### src/rtl/mux4_bus_arbiter_if.sv
// Bus bundle between four requesters and the shared 4:1 x 32-bit select mux arbiter.
// Handshake: a requester holds REQ[i] while it wants the mux. GNT[i] (registered, one-hot) marks
// ownership. The owner ends its turn by pulsing DONE[i] or dropping REQ[i]. SEL follows the owner.
interface mux4_bus_arbiter_if;
    logic [3:0] REQ;
    logic [3:0] DONE;
    logic [3:0] GNT;
    logic [1:0] SEL;
    logic       BUSY;

    modport master (output REQ, DONE, input GNT, SEL, BUSY);
    modport slave  (input REQ, DONE, output GNT, SEL, BUSY);
endinterface

### src/rtl/mux4_bus_arbiter.sv
// Round-robin owner arbiter for a shared 4:1 mux with bounded hold time and one idle
// settle cycle between owners; SEL drives the mux select directly from the owner index.
module mux4_bus_arbiter #(
    parameter int unsigned MAX_HOLD = 8
) (
    input  logic                     CLK,
    input  logic                     Reset,
    mux4_bus_arbiter_if.slave        bus,
    output logic                     dbg_state
);

    typedef enum logic {
        IDLE  = 1'b0,
        GRANT = 1'b1
    } state_t;

    localparam logic [7:0] HOLD_LAST = 8'(MAX_HOLD - 1);

    state_t     state_q, state_d;
    logic [3:0] gnt_q, gnt_d;
    logic [1:0] sel_q, sel_d;
    logic [1:0] ptr_q, ptr_d;
    logic [7:0] cnt_q, cnt_d;

    logic       found;
    logic [1:0] pick;
    logic [1:0] idx;
    logic       release_now;

    always_ff @(posedge CLK) begin
        if (Reset) begin
            state_q <= IDLE;
            gnt_q   <= 4'b0000;
            sel_q   <= 2'b00;
            ptr_q   <= 2'b00;
            cnt_q   <= 8'd0;
        end else begin
            state_q <= state_d;
            gnt_q   <= gnt_d;
            sel_q   <= sel_d;
            ptr_q   <= ptr_d;
            cnt_q   <= cnt_d;
        end
    end

    always_comb begin
        state_d     = state_q;
        gnt_d       = gnt_q;
        sel_d       = sel_q;
        ptr_d       = ptr_q;
        cnt_d       = cnt_q;
        found       = 1'b0;
        pick        = 2'b00;
        idx         = 2'b00;
        release_now = 1'b0;

        case (state_q)
            IDLE: begin
                // Search starts at ptr and wraps, so the last owner is visited last.
                for (int k = 0; k < 4; k++) begin
                    idx = ptr_q + 2'(k);
                    if (!found && bus.REQ[idx]) begin
                        found = 1'b1;
                        pick  = idx;
                    end
                end
                if (found) begin
                    gnt_d   = 4'b0001 << pick;
                    sel_d   = pick;
                    ptr_d   = pick + 2'd1;
                    cnt_d   = 8'd0;
                    state_d = GRANT;
                end
            end
            GRANT: begin
                release_now = bus.DONE[sel_q] || !bus.REQ[sel_q] || (cnt_q == HOLD_LAST);
                if (release_now) begin
                    gnt_d   = 4'b0000;
                    state_d = IDLE;
                end else begin
                    cnt_d = cnt_q + 8'd1;
                end
            end
            default: begin
                gnt_d   = 4'b0000;
                state_d = IDLE;
            end
        endcase
    end

    assign bus.GNT   = gnt_q;
    assign bus.SEL   = sel_q;
    assign bus.BUSY  = |gnt_q;
    assign dbg_state = state_q;

endmodule
### src/flat_wrapper.sv
// flat-port wrapper written by rule: the top's interface ports become plain ports
module mux4_bus_arbiter_flat 
#(
    parameter int unsigned MAX_HOLD = 8
)
  (CLK, Reset, dbg_state, bus_REQ, bus_DONE, bus_GNT, bus_SEL, bus_BUSY);
  mux4_bus_arbiter_if bus_i ();
  input  logic CLK;
  input  logic Reset;
  output logic dbg_state;
  input wire logic [$bits(bus_i.REQ)-1:0] bus_REQ;
  input wire logic [$bits(bus_i.DONE)-1:0] bus_DONE;
  output wire logic [$bits(bus_i.GNT)-1:0] bus_GNT;
  output wire logic [$bits(bus_i.SEL)-1:0] bus_SEL;
  output wire logic [$bits(bus_i.BUSY)-1:0] bus_BUSY;
  assign bus_i.REQ = bus_REQ;
  assign bus_i.DONE = bus_DONE;
  assign bus_GNT = bus_i.GNT;
  assign bus_SEL = bus_i.SEL;
  assign bus_BUSY = bus_i.BUSY;
  mux4_bus_arbiter #(.MAX_HOLD(MAX_HOLD)) u_core (.CLK(CLK), .Reset(Reset), .bus(bus_i), .dbg_state(dbg_state));
endmodule
### config.mk
export PLATFORM = sky130hd
export DESIGN_NAME = mux4_bus_arbiter_flat
export DESIGN_NICKNAME = d
export VERILOG_FILES = /design/src/rtl/mux4_bus_arbiter_if.sv /design/src/rtl/mux4_bus_arbiter.sv /design/src/flat_wrapper.sv
export SDC_FILE = /design/constraint.sdc
export NUM_CORES = 1
export LEC_CHECK = 0
export CORE_AREA = 2 2 72 57
export DETAILED_ROUTE_END_ITERATION = 8
export DIE_AREA = 0 0 74 59
export DONT_BUFFER_PORTS = 1
export SKIP_CTS_REPAIR_TIMING = 1
export SYNTH_ARGS = -nofsm -noshare
export SYNTH_HDL_FRONTEND = slang
export SYNTH_SLANG_ARGS = --single-unit
### constraint.sdc
create_clock -name CLK -period 3.6 [get_ports CLK]
set_input_delay 0.9 -clock CLK [delete_from_list [all_inputs] [get_ports CLK]]
set_output_delay 0.9 -clock CLK [all_outputs]
set_load 0.01 [all_outputs]
==> results of run 1 <==
==> power breakdown <==
part           total [mW]  switching [mW]  internal (mW)
combinational      0.0836          0.0497         0.0339
clock               0.148          0.0696         0.0788
sequential          0.221          0.0203          0.200
total               0.452           0.140          0.313
==> layer usage <==
layer  vias to the layer above  part of all wire [%]  routed length (µm)
li1                        460                     -                   -
met1                       430                    49                1191
met2                        29                    43                1044
met3                         5                   7.4                 180
met4                         0                   1.2                  30
met5                         -                     0                   0
==> flip-flops by register name (all words and copies together) (netlist names) <==
| signal | flops |
|---|---|
| u_core.dbg_state | 1 |
| u_core.cnt_q | 8 |
| u_core.ptr_q | 2 |
| u_core.bus.SEL | 2 |
| u_core.bus.GNT | 4 |
==> layout make-up <==
class	instances	area share, %
Tap cell	52	5.652
Clock buffer	4	3.913
Inverter	5	1.630
Multi-Input combinational cell	95	59.24
Sequential cell	17	29.57
==> final timing paths <==
check,start,endpoint,slack [ns],depth (start not counted)
hold reg to reg,u_core.cnt_q[1],u_core.cnt_q[1],0.51,2
hold / removal,u_core.cnt_q[1],u_core.cnt_q[1],0.51,2
setup / recovery,u_core.bus.GNT[3],bus_BUSY,1.49,1
setup reg to reg,u_core.cnt_q[5],u_core.cnt_q[2],1.87,4
==> cell families (layout without fill, tap and decap cells) <==
group                    count (synthesis)  after routing  share of synthesized area [%]
AND/OR/NAND/NOR                         48             48                          24.61
AO/OA/AOI/OAI                           40             40                          29.97
flip-flops                              17             17                          32.34
buffers and inverters                    8              9                          2.854
adder cells (fa/ha/maj)                  5              5                          5.945
multiplexers                             2              2                          4.280
==> synthesized netlist by cell type (3+ instances only) <==
cell	instances
dfxtp_1	17
nand3_1	11
nand2_1	9
a21oi_1	8
nand2b_1	8
o211ai_1	7
nor2b_1	6
ha_1	5
inv_1	5
a31o_1	4
o21ai_0	4
clkbuf_1	3
nor2_1	3
nor3_1	3
o21a_1	3
==> through the flow <==
step	utilization [%]	setup slack, ns	total power [mW]
2_1_floorplan	-	1.522	0.2888
3_3_place_gp	30.81	1.477	0.3043
3_5_place_dp	30.81	1.424	0.3079
4_1_cts	32.07	1.491	0.4540
5_1_grt	32.07	1.458	0.4718
6_report	32.07	1.494	0.4525
==> results.ini, run 1 <==
[sta]
rsz0062_at_grt = false
skew_ns = 0.007004
final_hold_viol_count = 0
fmax_mhz = 474.8
fin_crit_sh_pct = 58.50
holdWs_ns = 0.5121
worst_pin_slew_ns = 0.6080
setup_tns_ns = 0
max_slew_margin_pct = 59.09
min_period_ns = 2.106
finalSetupViolCount = 0
drv_slew = 0

[global_route]
grt_use_met2_pct = 18.88
antenna_found_initial = 0
grt_pass1_vias = 906
grtUsageMet1_pct = 16.72
grt_remaining_overflow = 0
busiest_layer = met2
grt_use_met3_pct = 5.102
grt.total_usage_pct = 12.51
grt_max_degree = 17
grt_pass1_wl_um = 4153

[synthesis]
ys_seq_area_share_pct = 32.34
synth.area.top_cells = dfxtp_1 32%, ha_1 5.9%, nand3_1 5.2%
yosys_warnings = 0
syn_area_mm2 = 0.001052
avgSynthCellArea_um2 = 8.769
synthCells = 120
syn_nets = 135
async_reset_ff_share_pct = 0
synth.distinct_cells = 34
ys.flop_type = dfxtp_1
synth_enable_flop_cells = 0
ys_seq_elements = 17
synth_area_leader_cell = dfxtp_1
yosys.area.top_type_share_pct = 32.34

[worst_setup_path]
slowest_stage = or4_1
critical-path-max-stage-delay_ns = 0.59
end_kind = output pin
arrival_ns = 1.21
worstPathRequired_ns = 2.70
cp-start-kind = register
critPathBufInv = 0
crit_family = simple AND/OR/NAND/NOR gates
worstPathCellList = or4_1
timing.critical_path.fanout_max = 3
critical_path_class = register to output pin

[floorplan]
core_area_mm2 = 0.003590
die_height_um = 59
boundaryPins = 18
initial_core_util_pct = 29.31
die-width_um = 74
fp-row-count = 19
die-area_mm2 = 0.004366

[placed_design]
routabilityCongestion = 0.8367
portBuffers = 0
hpwl_um = 1819
post-place-cells = 169
placed_area_mm2 = 0.001106

[final_layout]
multi_input_area_um2 = 681.9
fill_cells = 382
syn_to_final_growth_pct = 9.393
antenna_cells = 0
final_cell_area_mm2 = 0.001151
regArea_um2 = 340.3
final_common_cell = dfxtp_1
final_nets = 137
final_cells = 173
drive_gt1_share_pct = 9.091
layout_common_cells = 17 x dfxtp_1, 11 x nand3_1, 9 x nand2_1, 8 x nand2b_1, 8 x a21oi_1

[drt]
drt_wl_total_um = 2447
vias = 924
first_pass_iters = 4
ant_nets = 0
wire_per_inst_um = 14.14
viasPerCell = 5.341
drc = 0
drtIter0Drc = 24

[clock_network]
clk_latency_ns = 0.26
max-clock-path-buffers = 2
clock-sinks = 17
numCtsBuffers = 3
cts_tree = done
cts_max_level = 1
root_buffer = clkbuf_8
path_clk_slew_ns = 0.07

[hold_path]
hp-class = register to register

[run]
timing.max_cap.violations = 0

[run_status]
status = completed

[power_and_ir_drop]
power_density_mw_per_mm2 = 393.1
p_leak_nw = 0.3889
ir_worst_vdd_v = 0.0001235

(Power assumes the default switching activity.)
==> run 2: changes to the inputs <==
==> constraint.sdc (replaced) <==
create_clock -name CLK -period 1.91 [get_ports CLK]
set_input_delay 0.4775 -clock CLK [delete_from_list [all_inputs] [get_ports CLK]]
set_output_delay 0.4775 -clock CLK [all_outputs]
set_load 0.01 [all_outputs]
==> run 2 against run 1 <==
Effect of this change:
- combinational power up 99%
- critical path depth is 3 higher
- die area unchanged
- largest power group unchanged
- setup slack got worse by 1.3 ns
- cell area up 2.0%
- count of clock-buffer cells in the layout stayed put
==> results.ini, run 2 (synthesis gave the netlist of run 1 again) <==
[clock_network]
numCtsBuffers = 3
clk_latency_ns = 0.25
cts_tree = done
max-clock-path-buffers = 2
cts_max_level = 1
clock-sinks = 17
root_buffer = clkbuf_8
path_clk_slew_ns = 0.06

[run]
timing.max_cap.violations = 0

[final_layout]
final_nets = 140
antenna_cells = 0
drive_gt1_share_pct = 11.29
layout_common_cells = 17 x dfxtp_1, 11 x nand3_1, 9 x nand2_1, 8 x nand2b_1, 8 x a21oi_1
final_common_cell = dfxtp_1
largest_register = u_core.cnt_q
syn_to_final_growth_pct = 11.53
largest_reg_flops = 8
final_cells = 176
utilization_pct = 32.69

[drt]
vias = 936
first_pass_iters = 4
viasPerCell = 5.318
ant_nets = 0
wire_per_inst_um = 14.15
drt_wl_total_um = 2491
drtIter0Drc = 41
drc = 0

[placed_design]
hpwl_um = 1879
post-place-cells = 172
portBuffers = 0
pre_cts_ws_ns = 0.1759
routabilityCongestion = 0.7992

[sta]
worst_pin_slew_ns = 0.5621
min_period_ns = 1.722
fmax_mhz = 580.7
final_hold_viol_count = 0
max_slew_margin_pct = 62.39
skew_ns = 0.002164
drv_slew = 0
fin_ws_ns = 0.1879
rsz0062_at_grt = false
fin_crit_sh_pct = 90.16
finalSetupViolCount = 0
setup_tns_ns = 0
holdWs_ns = 0.2897

[worst_setup_path]
cp-start-kind = register
slowest_stage = or4_4
arrival_ns = 1.85
critical-path-max-stage-delay_ns = 0.58
end_kind = register
worstPathRequired_ns = 2.04
rrSetupSlack_ns = 0.19
worstPathCellList = or4_4 > o31a_4 > a21oi_2 > o21ai_0
critical_path_class = register to register
timing.critical_path.fanout_max = 6

[global_route]
grt_pass1_vias = 896
grt_max_degree = 14
grt.total_usage_pct = 12.92
antenna_found_initial = 0
grt_remaining_overflow = 0
grt_pass1_wl_um = 4319

[run_status]
status = completed

[floorplan]
boundaryPins = 18
initial_core_util_pct = 29.31
fp-row-count = 19
die-width_um = 74
die-area_mm2 = 0.004366
die_height_um = 59
core_area_mm2 = 0.003590

[power_and_ir_drop]
ir_worst_vdd_v = 0.0002665
power_density_mw_per_mm2 = 722.4
p_leak_nw = 0.4037

[hold_path]
hp-class = primary input to register

-- run 2: changes by cell type in the layout (fill, tap and decap cells not counted), sizes merged --
cell,before,now
buf,0,3
-- run 2: where the power goes --
group | leakage, nW | internal (mW) | switching, mW
clock network | 0.0228 | 0.148 | 0.118
registers | 0.139 | 0.378 | 0.0381
logic | 0.242 | 0.0701 | 0.0963
total | 0.404 | 0.595 | 0.252
-- run 2: critical path: cells and delay by family, from the launching register on --
| kind | cells | cell delay (ns) |
|---|---|---|
| DFF | 1 | 0.36 |
| and+or+nand+nor | 1 | 0.58 |
| AOI/OAI and AO/OA | 3 | 0.67 |
-- run 2: routing by layer --
layer	vias up	GRT usage [%]	routed length, µm
met5	-	0	0
met4	0	3.117	23
met3	2	4.592	260
met2	42	19.01	1029
met1	429	18.12	1177
li1	463	-	-
-- run 2: area by class of cell --
| type | count | area, µm² |
|---|---|---|
| inverter | 5 | 18.77 |
| clock buffer | 4 | 45.04 |
| timing repair buffer | 3 | 22.52 |
| sequential | 17 | 340.3 |
| tap | 52 | 65.06 |
| fill | 378 | 2416 |
| multi-input combinational | 95 | 681.9 |
-- run 2: worst paths after layout --
kind / start / to / depth (start not counted)
max reg2reg: u_core.cnt_q[5] / u_core.bus.GNT[0] / 4
min reg2reg: u_core.cnt_q[1] / u_core.cnt_q[1] / 2
max: u_core.cnt_q[5] / u_core.bus.GNT[0] / 4
min: Reset / u_core.cnt_q[7] / 1
-- run 2: through the flow --
| stage | power (mW) | instance area (µm²) |
|---|---|---|
| finish | 0.8479 | 1174 |
| global route | 0.9027 | 1174 |
| CTS | 0.8625 | 1174 |
| detailed placement | 0.5916 | 1129 |
| global placement | 0.5808 | 1129 |
| floorplan | 0.5443 | 1052 |
